<file path="config.mk">
export PLATFORM = sky130hd
export DESIGN_NAME = si5340_cfg_sequencer_flat
export DESIGN_NICKNAME = d
export VERILOG_FILES = /design/src/rtl/cfg_pkg.sv /design/src/rtl/si5340_cfg_sequencer_if.sv /design/src/rtl/si5340_i2c_txn.sv /design/src/rtl/si5340_cfg_sequencer.sv /design/src/flat_wrapper.sv
export SDC_FILE = /design/constraint.sdc
export NUM_CORES = 1
export LEC_CHECK = 0
export ABC_AREA = 1
export ABC_CLOCK_PERIOD_IN_PS = 3700
export CAP_MARGIN = 40
export CORE_ASPECT_RATIO = 0.8
export CORE_MARGIN = 10
export CORE_UTILIZATION = 45
export CTS_CLUSTER_SIZE = 20
export DETAILED_ROUTE_END_ITERATION = 12
export PLACE_DENSITY = 0.64
export SYNTH_ARGS = -nofsm -noshare
export SYNTH_HDL_FRONTEND = slang
export SYNTH_SLANG_ARGS = --single-unit
</file>
<file path="constraint.sdc">
create_clock -name clk_i -period 3.7 [get_ports clk_i]
set_input_delay 0.555 -clock clk_i [delete_from_list [all_inputs] [get_ports clk_i]]
set_output_delay 0.555 -clock clk_i [all_outputs]
set_load 0.05 [all_outputs]
</file>
<file path="src/rtl/cfg_pkg.sv">
// Shared types and defaults for the Si5340 configuration loader.
// Entry layout is {page[23:16], reg[15:8], data[7:0]}.
package cfg_pkg;

    localparam int         MEM_DEPTH  = 326;
    localparam int         MEM_WIDTH  = 24;
    localparam int         DATA_WIDTH = 8;
    localparam logic [6:0] SLAVE_ADDR = 7'b111_0100;
    localparam logic [7:0] PAGE_REG   = 8'h01;

    typedef enum logic {
        WRITE = 1'b0,
        READ  = 1'b1
    } r_w_e;

    typedef enum logic [3:0] {
        IDLE,
        FETCH,
        WAIT_MEM,
        PAGE_TX,
        REG_TX,
        DELAY,
        NEXT,
        DONE,
        ERROR
    } state_e;

    typedef enum logic [1:0] {
        T_IDLE,
        T_SEND,
        T_WAIT
    } txn_state_e;

endpackage

</file>
<file path="src/rtl/si5340_cfg_sequencer_if.sv">
// Config-memory read port plus byte-wide I2C command/response channel.
// Signal names are from the sequencer's point of view (master modport).
interface si5340_cfg_sequencer_if #(
    parameter int MEM_DEPTH  = cfg_pkg::MEM_DEPTH,
    parameter int MEM_WIDTH  = cfg_pkg::MEM_WIDTH,
    parameter int DATA_WIDTH = cfg_pkg::DATA_WIDTH
);
    localparam int AW = (MEM_DEPTH > 1) ? $clog2(MEM_DEPTH) : 1;

    logic                  mem_rd_o;
    logic [AW-1:0]         mem_addr_o;
    logic [MEM_WIDTH-1:0]  mem_data_i;

    logic                  i2c_cmd_valid_o;
    logic                  i2c_cmd_ready_i;
    logic [DATA_WIDTH-1:0] i2c_cmd_data_o;
    logic                  i2c_cmd_start_o;
    logic                  i2c_cmd_stop_o;
    logic                  i2c_rsp_valid_i;
    logic                  i2c_rsp_nack_i;

    modport master (
        output mem_rd_o, mem_addr_o,
        input  mem_data_i,
        output i2c_cmd_valid_o, i2c_cmd_data_o, i2c_cmd_start_o, i2c_cmd_stop_o,
        input  i2c_cmd_ready_i, i2c_rsp_valid_i, i2c_rsp_nack_i
    );

    modport slave (
        input  mem_rd_o, mem_addr_o,
        output mem_data_i,
        input  i2c_cmd_valid_o, i2c_cmd_data_o, i2c_cmd_start_o, i2c_cmd_stop_o,
        output i2c_cmd_ready_i, i2c_rsp_valid_i, i2c_rsp_nack_i
    );

endinterface

</file>
<file path="src/rtl/si5340_i2c_txn.sv">
// One 3-byte I2C write: {addr,W}, byte1, byte2; start on byte 0, stop on byte 2.
// Latency: one cmd per byte, next byte only after the previous byte's response.
// Backpressure: cmd_valid_o holds data/flags until cmd_ready_i; a NACK aborts the rest.
module si5340_i2c_txn #(
    parameter logic [6:0] SLAVE_ADDR = cfg_pkg::SLAVE_ADDR,
    parameter int         DATA_WIDTH = cfg_pkg::DATA_WIDTH
) (
    input  logic                  clk_i,
    input  logic                  rst_i,
    input  logic                  go_i,
    input  logic [DATA_WIDTH-1:0] byte1_i,
    input  logic [DATA_WIDTH-1:0] byte2_i,
    output logic                  cmd_valid_o,
    input  logic                  cmd_ready_i,
    output logic [DATA_WIDTH-1:0] cmd_data_o,
    output logic                  cmd_start_o,
    output logic                  cmd_stop_o,
    input  logic                  rsp_valid_i,
    input  logic                  rsp_nack_i,
    output logic                  ok_o,
    output logic                  nack_o
);
    import cfg_pkg::*;

    localparam logic [DATA_WIDTH-1:0] ADDR_BYTE = {SLAVE_ADDR, WRITE};

    txn_state_e            state_q;
    logic [1:0]            idx_q;
    logic                  valid_q;
    logic [DATA_WIDTH-1:0] data_q;
    logic                  start_q;
    logic                  stop_q;
    logic                  ok_q;
    logic                  nack_q;

    always_ff @(posedge clk_i) begin
        if (rst_i) begin
            state_q <= T_IDLE;
            idx_q   <= '0;
            valid_q <= 1'b0;
            data_q  <= '0;
            start_q <= 1'b0;
            stop_q  <= 1'b0;
            ok_q    <= 1'b0;
            nack_q  <= 1'b0;
        end else begin
            ok_q   <= 1'b0;
            nack_q <= 1'b0;
            case (state_q)
                T_IDLE: begin
                    if (go_i) begin
                        valid_q <= 1'b1;
                        data_q  <= ADDR_BYTE;
                        start_q <= 1'b1;
                        stop_q  <= 1'b0;
                        idx_q   <= 2'd0;
                        state_q <= T_SEND;
                    end
                end
                T_SEND: begin
                    if (cmd_ready_i) begin
                        valid_q <= 1'b0;
                        state_q <= T_WAIT;
                    end
                end
                T_WAIT: begin
                    if (rsp_valid_i) begin
                        if (rsp_nack_i || idx_q == 2'd2) begin
                            nack_q  <= rsp_nack_i;
                            ok_q    <= !rsp_nack_i;
                            start_q <= 1'b0;
                            stop_q  <= 1'b0;
                            state_q <= T_IDLE;
                        end else begin
                            valid_q <= 1'b1;
                            data_q  <= (idx_q == 2'd0) ? byte1_i : byte2_i;
                            start_q <= 1'b0;
                            stop_q  <= (idx_q == 2'd1);
                            idx_q   <= idx_q + 2'd1;
                            state_q <= T_SEND;
                        end
                    end
                end
                default: state_q <= T_IDLE;
            endcase
        end
    end

    assign cmd_valid_o = valid_q;
    assign cmd_data_o  = data_q;
    assign cmd_start_o = start_q;
    assign cmd_stop_o  = stop_q;
    assign ok_o        = ok_q;
    assign nack_o      = nack_q;

endmodule

</file>
<file path="src/rtl/si5340_cfg_sequencer.sv">
// Streams the Si5340 register table to I2C with page switching, NACK retry and a post-preamble delay.
// Latency: 2 cycles fetch per entry plus one or two 3-byte transactions; DELAY_CYCLES after the preamble.
// Backpressure: stalls on i2c_cmd_ready_i and response; SI5340_PAGE_CACHE_EN skips redundant page writes.
module si5340_cfg_sequencer #(
    parameter int          MEM_DEPTH    = cfg_pkg::MEM_DEPTH,
    parameter int          MEM_WIDTH    = cfg_pkg::MEM_WIDTH,
    parameter int          DATA_WIDTH   = cfg_pkg::DATA_WIDTH,
    parameter logic [6:0]  SLAVE_ADDR   = cfg_pkg::SLAVE_ADDR,
    parameter int          PREAMBLE_LEN = 3,
    parameter int unsigned DELAY_CYCLES = 37_500_000,
    parameter int          MAX_RETRY    = 3
) (
    input  logic                   clk_i,
    input  logic                   rst_i,
    input  logic                   start_i,
    output logic                   busy_o,
    output logic                   done_o,
    output logic                   err_o,
    si5340_cfg_sequencer_if.master bus
);
    import cfg_pkg::*;

    localparam int AW = (MEM_DEPTH > 1) ? $clog2(MEM_DEPTH) : 1;
    localparam int RW = (MAX_RETRY > 0) ? $clog2(MAX_RETRY + 1) : 1;
`ifdef SI5340_PAGE_CACHE_EN
    localparam bit CACHE_EN = 1'b1;
`else
    localparam bit CACHE_EN = 1'b0;
`endif

    state_e                state_q;
    logic [AW-1:0]         index_q;
    logic [RW-1:0]         retry_q;
    logic                  cache_vld_q;
    logic [7:0]            cache_page_q;
    logic [MEM_WIDTH-1:0]  entry_q;
    logic [31:0]           delay_q;
    logic                  go_q;
    logic                  busy_q;
    logic                  done_q;
    logic                  err_q;
    logic                  mem_rd_q;

    logic                  page_tx_d;
    logic [DATA_WIDTH-1:0] txn_b1_d;
    logic [DATA_WIDTH-1:0] txn_b2_d;
    logic                  txn_ok;
    logic                  txn_nack;

    // Page compare uses the memory word directly so the decision is ready in WAIT_MEM.
    assign page_tx_d = !(CACHE_EN && cache_vld_q && (bus.mem_data_i[23:16] == cache_page_q));
    assign txn_b1_d  = (state_q == PAGE_TX) ? PAGE_REG : entry_q[15:8];
    assign txn_b2_d  = (state_q == PAGE_TX) ? entry_q[23:16] : entry_q[7:0];

    always_ff @(posedge clk_i) begin
        if (rst_i) begin
            state_q      <= IDLE;
            index_q      <= '0;
            retry_q      <= '0;
            cache_vld_q  <= 1'b0;
            cache_page_q <= '0;
            entry_q      <= '0;
            delay_q      <= '0;
            go_q         <= 1'b0;
            busy_q       <= 1'b0;
            done_q       <= 1'b0;
            err_q        <= 1'b0;
            mem_rd_q     <= 1'b0;
        end else begin
            go_q <= 1'b0;
            case (state_q)
                IDLE, DONE, ERROR: begin
                    if (start_i) begin
                        index_q     <= '0;
                        retry_q     <= '0;
                        cache_vld_q <= 1'b0;
                        done_q      <= 1'b0;
                        err_q       <= 1'b0;
                        busy_q      <= 1'b1;
                        mem_rd_q    <= 1'b1;
                        state_q     <= FETCH;
                    end
                end
                FETCH: begin
                    mem_rd_q <= 1'b0;
                    state_q  <= WAIT_MEM;
                end
                WAIT_MEM: begin
                    entry_q <= bus.mem_data_i;
                    go_q    <= 1'b1;
                    state_q <= page_tx_d ? PAGE_TX : REG_TX;
                end
                PAGE_TX, REG_TX: begin
                    if (txn_nack) begin
                        if (retry_q == RW'(MAX_RETRY)) begin
                            busy_q  <= 1'b0;
                            err_q   <= 1'b1;
                            state_q <= ERROR;
                        end else begin
                            retry_q <= retry_q + RW'(1);
                            go_q    <= 1'b1;
                        end
                    end else if (txn_ok) begin
                        retry_q <= '0;
                        if (state_q == PAGE_TX) begin
                            cache_vld_q  <= 1'b1;
                            cache_page_q <= entry_q[23:16];
                            go_q         <= 1'b1;
                            state_q      <= REG_TX;
                        end else if (index_q == AW'(PREAMBLE_LEN - 1)) begin
                            delay_q <= '0;
                            state_q <= DELAY;
                        end else begin
                            state_q <= NEXT;
                        end
                    end
                end
                DELAY: begin
                    if (delay_q + 32'd1 >= DELAY_CYCLES) begin
                        state_q <= NEXT;
                    end else begin
                        delay_q <= delay_q + 32'd1;
                    end
                end
                NEXT: begin
                    if (index_q == AW'(MEM_DEPTH - 1)) begin
                        busy_q  <= 1'b0;
                        done_q  <= 1'b1;
                        state_q <= DONE;
                    end else begin
                        index_q  <= index_q + AW'(1);
                        mem_rd_q <= 1'b1;
                        state_q  <= FETCH;
                    end
                end
                default: state_q <= IDLE;
            endcase
        end
    end

    si5340_i2c_txn #(
        .SLAVE_ADDR (SLAVE_ADDR),
        .DATA_WIDTH (DATA_WIDTH)
    ) u_txn (
        .clk_i       (clk_i),
        .rst_i       (rst_i),
        .go_i        (go_q),
        .byte1_i     (txn_b1_d),
        .byte2_i     (txn_b2_d),
        .cmd_valid_o (bus.i2c_cmd_valid_o),
        .cmd_ready_i (bus.i2c_cmd_ready_i),
        .cmd_data_o  (bus.i2c_cmd_data_o),
        .cmd_start_o (bus.i2c_cmd_start_o),
        .cmd_stop_o  (bus.i2c_cmd_stop_o),
        .rsp_valid_i (bus.i2c_rsp_valid_i),
        .rsp_nack_i  (bus.i2c_rsp_nack_i),
        .ok_o        (txn_ok),
        .nack_o      (txn_nack)
    );

    assign busy_o         = busy_q;
    assign done_o         = done_q;
    assign err_o          = err_q;
    assign bus.mem_rd_o   = mem_rd_q;
    assign bus.mem_addr_o = index_q;

endmodule

</file>
<file path="src/flat_wrapper.sv">
// flat-port wrapper written by rule: the top's interface ports become plain ports
module si5340_cfg_sequencer_flat import cfg_pkg::*;
#(
    parameter int          MEM_DEPTH    = cfg_pkg::MEM_DEPTH,
    parameter int          MEM_WIDTH    = cfg_pkg::MEM_WIDTH,
    parameter int          DATA_WIDTH   = cfg_pkg::DATA_WIDTH,
    parameter logic [6:0]  SLAVE_ADDR   = cfg_pkg::SLAVE_ADDR,
    parameter int          PREAMBLE_LEN = 3,
    parameter int unsigned DELAY_CYCLES = 37_500_000,
    parameter int          MAX_RETRY    = 3
)
  (clk_i, rst_i, start_i, busy_o, done_o, err_o, bus_mem_rd_o, bus_mem_addr_o, bus_mem_data_i, bus_i2c_cmd_valid_o, bus_i2c_cmd_data_o, bus_i2c_cmd_start_o, bus_i2c_cmd_stop_o, bus_i2c_cmd_ready_i, bus_i2c_rsp_valid_i, bus_i2c_rsp_nack_i);
  si5340_cfg_sequencer_if #(.MEM_DEPTH(MEM_DEPTH), .MEM_WIDTH(MEM_WIDTH), .DATA_WIDTH(DATA_WIDTH)) bus_i ();
  input  logic clk_i;
  input  logic rst_i;
  input  logic start_i;
  output logic busy_o;
  output logic done_o;
  output logic err_o;
  output wire logic [$bits(bus_i.mem_rd_o)-1:0] bus_mem_rd_o;
  output wire logic [$bits(bus_i.mem_addr_o)-1:0] bus_mem_addr_o;
  input wire logic [$bits(bus_i.mem_data_i)-1:0] bus_mem_data_i;
  output wire logic [$bits(bus_i.i2c_cmd_valid_o)-1:0] bus_i2c_cmd_valid_o;
  output wire logic [$bits(bus_i.i2c_cmd_data_o)-1:0] bus_i2c_cmd_data_o;
  output wire logic [$bits(bus_i.i2c_cmd_start_o)-1:0] bus_i2c_cmd_start_o;
  output wire logic [$bits(bus_i.i2c_cmd_stop_o)-1:0] bus_i2c_cmd_stop_o;
  input wire logic [$bits(bus_i.i2c_cmd_ready_i)-1:0] bus_i2c_cmd_ready_i;
  input wire logic [$bits(bus_i.i2c_rsp_valid_i)-1:0] bus_i2c_rsp_valid_i;
  input wire logic [$bits(bus_i.i2c_rsp_nack_i)-1:0] bus_i2c_rsp_nack_i;
  assign bus_mem_rd_o = bus_i.mem_rd_o;
  assign bus_mem_addr_o = bus_i.mem_addr_o;
  assign bus_i.mem_data_i = bus_mem_data_i;
  assign bus_i2c_cmd_valid_o = bus_i.i2c_cmd_valid_o;
  assign bus_i2c_cmd_data_o = bus_i.i2c_cmd_data_o;
  assign bus_i2c_cmd_start_o = bus_i.i2c_cmd_start_o;
  assign bus_i2c_cmd_stop_o = bus_i.i2c_cmd_stop_o;
  assign bus_i.i2c_cmd_ready_i = bus_i2c_cmd_ready_i;
  assign bus_i.i2c_rsp_valid_i = bus_i2c_rsp_valid_i;
  assign bus_i.i2c_rsp_nack_i = bus_i2c_rsp_nack_i;
  si5340_cfg_sequencer #(.MEM_DEPTH(MEM_DEPTH), .MEM_WIDTH(MEM_WIDTH), .DATA_WIDTH(DATA_WIDTH), .SLAVE_ADDR(SLAVE_ADDR), .PREAMBLE_LEN(PREAMBLE_LEN), .DELAY_CYCLES(DELAY_CYCLES), .MAX_RETRY(MAX_RETRY)) u_core (.clk_i(clk_i), .rst_i(rst_i), .start_i(start_i), .busy_o(busy_o), .done_o(done_o), .err_o(err_o), .bus(bus_i));
endmodule
</file>
==> impl_results.md <==
* Cells after Synth at about 820
* Clock transition at path regs at 70 ps
* DR pass1 iterations at 5
* Final instance area at just over 6000 um2
* Final period util at about three quarters
* Die width at about 140 um
* Max-slew headroom at around 60%
* Hpwl dp at around 11,000 um
* Buf+Inv Stages, Crit Path at 1
* Status: finished clean
* Count leader, synth: nand2_1
* Cell Area, Synth at 5276 um2
* Largest cells by area after synthesis: dfxtp_1 35%, nand2_1 16%, nor2_1 11%
* Async set-reset flop share out of synthesis at 0%
* Site Rows at 35
* DIE AREA at 16,480 um2
* # hold bufs at CTS at 0
* Synth area leader: dfxtp_1
* Port-buffer cells at 53
* Peak supply drop at around 0.00039 V
* Worst r2r src: u_core.delay_q[16]$_SDFFE_PP0P_
* Layout area overhead at 17.52%
* CP max-delay cell: dfxtp_1
* Post-synth top area share at 35.29%
* Power per cell area at between 500 and 600 nW/um2
* Setup WS post-layout at approximately 880 ps
* Vias in the first global route at around 4,800
* Synthesis Warnings at 0
* HP Class: reg -> reg
* # diodes at 0
* Mapped Avg Cell Area at roughly 6.5 um2
* Resize count post-CTS at 0
* Synth Register Bits at 93
* Main synth FF type: dfxtp_1
* Initial drt markers at between 400 and 500
* Wirelength, routed at about 14,000 um
* Min-Delay Startpoint: u_core.entry_q[23]$_SDFFE_PP0P_
* Area after DPL at roughly 5900 um2
* CTS root buf: clkbuf_16
* Critical path type: reg -> reg
* Crit path max fanout at 26
* Final Critical Period at approximately 2800 ps
* # clock sinks at 93
* CTS max path bufs at 2
* Worst Setup Start Kind: register
* Post-synth EDFFs at 0
* Syn Nets at about 850
* Post-route DRC violation count at 0
* Flop-to-flop setup slack at ~880 ps
* Post-CTS Setup Bufs at 0
* Die height at roughly 120 um
* Fin. Hold Viols at 0
* Gr ovfl total at 0
* MaxCap Viol Count at 0
* Sequential element share of the synthesized area at a little over a third
* Number of antenna violations at the first check in global routing at 0
* Cell Chain, Critical Path: nand2_1 > nor2_1 > nand2_1 > nor2_1 > nand2_1 > nand2_1 > nand2_1 > nor2_1 > nand2_1 > nor2_2 > nand3_2 > nand2_1 > nand2_2 > nand2_4 > inv_2 > nor2_1 > nor2_1
* Inserted Clock Buffers at 9
* Via count at between 5,000 and 6,000
* Core Area at 11,470 um2
* Worst Path Required at just under 4000 ps
* Final Power at about 3.3 mW
* Synth top cells by count: 222 x nand2_1, 149 x nor2_1, 93 x dfxtp_1
* Vias per cell at 5.094
* Final setup viols at 0
* Largest net degree at the start of global routing at 45
* CP delay by family, top: simple AND/OR/NAND/NOR gates
* Setup Skew at 7.069 ps
* Worst slew pin tran at 622.4 ps
* Starting Density at 45.99%
* Crit path largest cell delay at around 510 ps
* Routed Antenna Nets at 0
* CP Capture Type: register
* Count of final max-slew check failures at 0
* GP Congestion at 0.9540
* Worst setup path start: u_core.delay_q[16]$_SDFFE_PP0P_
* H-tree level count at 3
* Setup total negative slack at 0 ps
* Clk_lat worst skew at 350 ps
* Library cells used by synthesis at 40
* Pre-CTS setup slack at about 790 ps
* Nets at 905
* CP most frequent cell: nand2_1
* CTS tree: built
* Io pins at 54
* Overall global routing resource usage at between 10% and 20%
* First-pass GRT wire length at between 20,000 and 25,000 um
* Wire per inst at 13.90 um
* RSZ-0062 raised after global routing: false
* Arrival time worst endpoint at 3070 ps
* Fin util at 54.05%
* Highest clock rate at between 300 and 400 MHz
* Leak Pwr at 2.523 nW
* Layout cells sized above 1 at ~10%
-- metrics by stage --
step,instances,hold slack (ps)
after floorplan,816,429.8
after global placement,1004,445.7
after detailed placement,1004,449.3
after CTS,1020,461.1
after global routing,1020,488.1
final,1020,461.1
-- final cells by class --
| cell class | count | area [um2] |
|---|---|---|
| multi-input cells | 610 | 2930 |
| inverters | 95 | 356.6 |
| well taps | 148 | 185.2 |
| clock buffers | 10 | 229.0 |
| flip-flops and latches | 93 | 1862 |
| repair buffers | 58 | 563.0 |
| fillers | 1165 | 5273 |
| clock inverters | 6 | 75.07 |
-- path summary, 6_finish.rpt --
check | to | depth (start not counted)
max | u_core.delay_q[2]$_SDFFE_PP0P_ | 17
min | u_core.entry_q[23]$_SDFFE_PP0P_ | 2
max reg2reg | u_core.delay_q[2]$_SDFFE_PP0P_ | 17
min reg2reg | u_core.entry_q[23]$_SDFFE_PP0P_ | 2
-- power breakdown --
part	internal [mW]	leakage (nW)	switching, mW	total [mW]
logic	0.340	1.62	0.723	1.06
clock network	0.537	0.146	0.438	0.975
registers	1.17	0.755	0.105	1.27
-- cell families (layout without fill, tap and decap cells) --
logic type               Yosys count  after routing  synth area share (%)
AO/OA/AOI/OAI                    115            115                 13.09
adder cells (fa/ha/maj)            8              8                 1.897
buffers and inverters            113            169                 9.272
flip-flops                        93             93                 35.29
AND/OR/NAND/NOR                  480            480                 39.29
XOR/XNOR                           7              7                 1.162
-- cell usage in the layout, fill, tap and decap left out, types with 20 or more instances in the layout --
cell type        synthesis  routed
nand2_1                222     222
nor2_1                 149     149
dfxtp_1                 93      93
inv_1                   90      90
clkdlybuf4s50_1          0      52
o21ai_0                 47      47
nand3_1                 33      33
a21oi_1                 31      31
nand2_2                 23      23
a21oi_2                 20      20
-- state kept, by name, summed over array words and instances (netlist names) --
signal and flops:
u_core.bus.mem_addr_o 9, u_core.bus.mem_rd_o 1, u_core.busy_o 1, u_core.delay_q 32, u_core.done_o 1, u_core.entry_q 24, u_core.err_o 1, u_core.go_q 1
u_core.retry_q 2, u_core.state_q 4, u_core.u_txn.cmd_data_o 8, u_core.u_txn.cmd_start_o 1, u_core.u_txn.cmd_stop_o 1, u_core.u_txn.cmd_valid_o 1, u_core.u_txn.idx_q 2, u_core.u_txn.nack_o 1
u_core.u_txn.ok_o 1, u_core.u_txn.state_q 2
-- per-layer routing --
metal  track usage (%)  share of wire (%)  vias to the layer above  wire length [um]
li1                  -                  -                     2690                 -
met1             24.80                 50                     2331              7119
met2             24.95                 42                      160              5927
met3             4.073                6.8                       15               963
met4             4.602                1.2                        0               163
met5                 0                  0                        -                 0
-- worst reg2reg max path: stages, from the launching register on --
cell and delay (ps):
dfxtp_1 510, nand2_1 190, nor2_1 160, nand2_1 150, nor2_1 220, nand2_1 70, nand2_1 60, nand2_1 100
nor2_1 140, nand2_1 100, nor2_2 120, nand3_2 90, nand2_1 90, nand2_2 70, nand2_4 360, inv_2 150
nor2_1 110, nor2_1 40
Note: power is estimated with default switching activity, not from simulation.
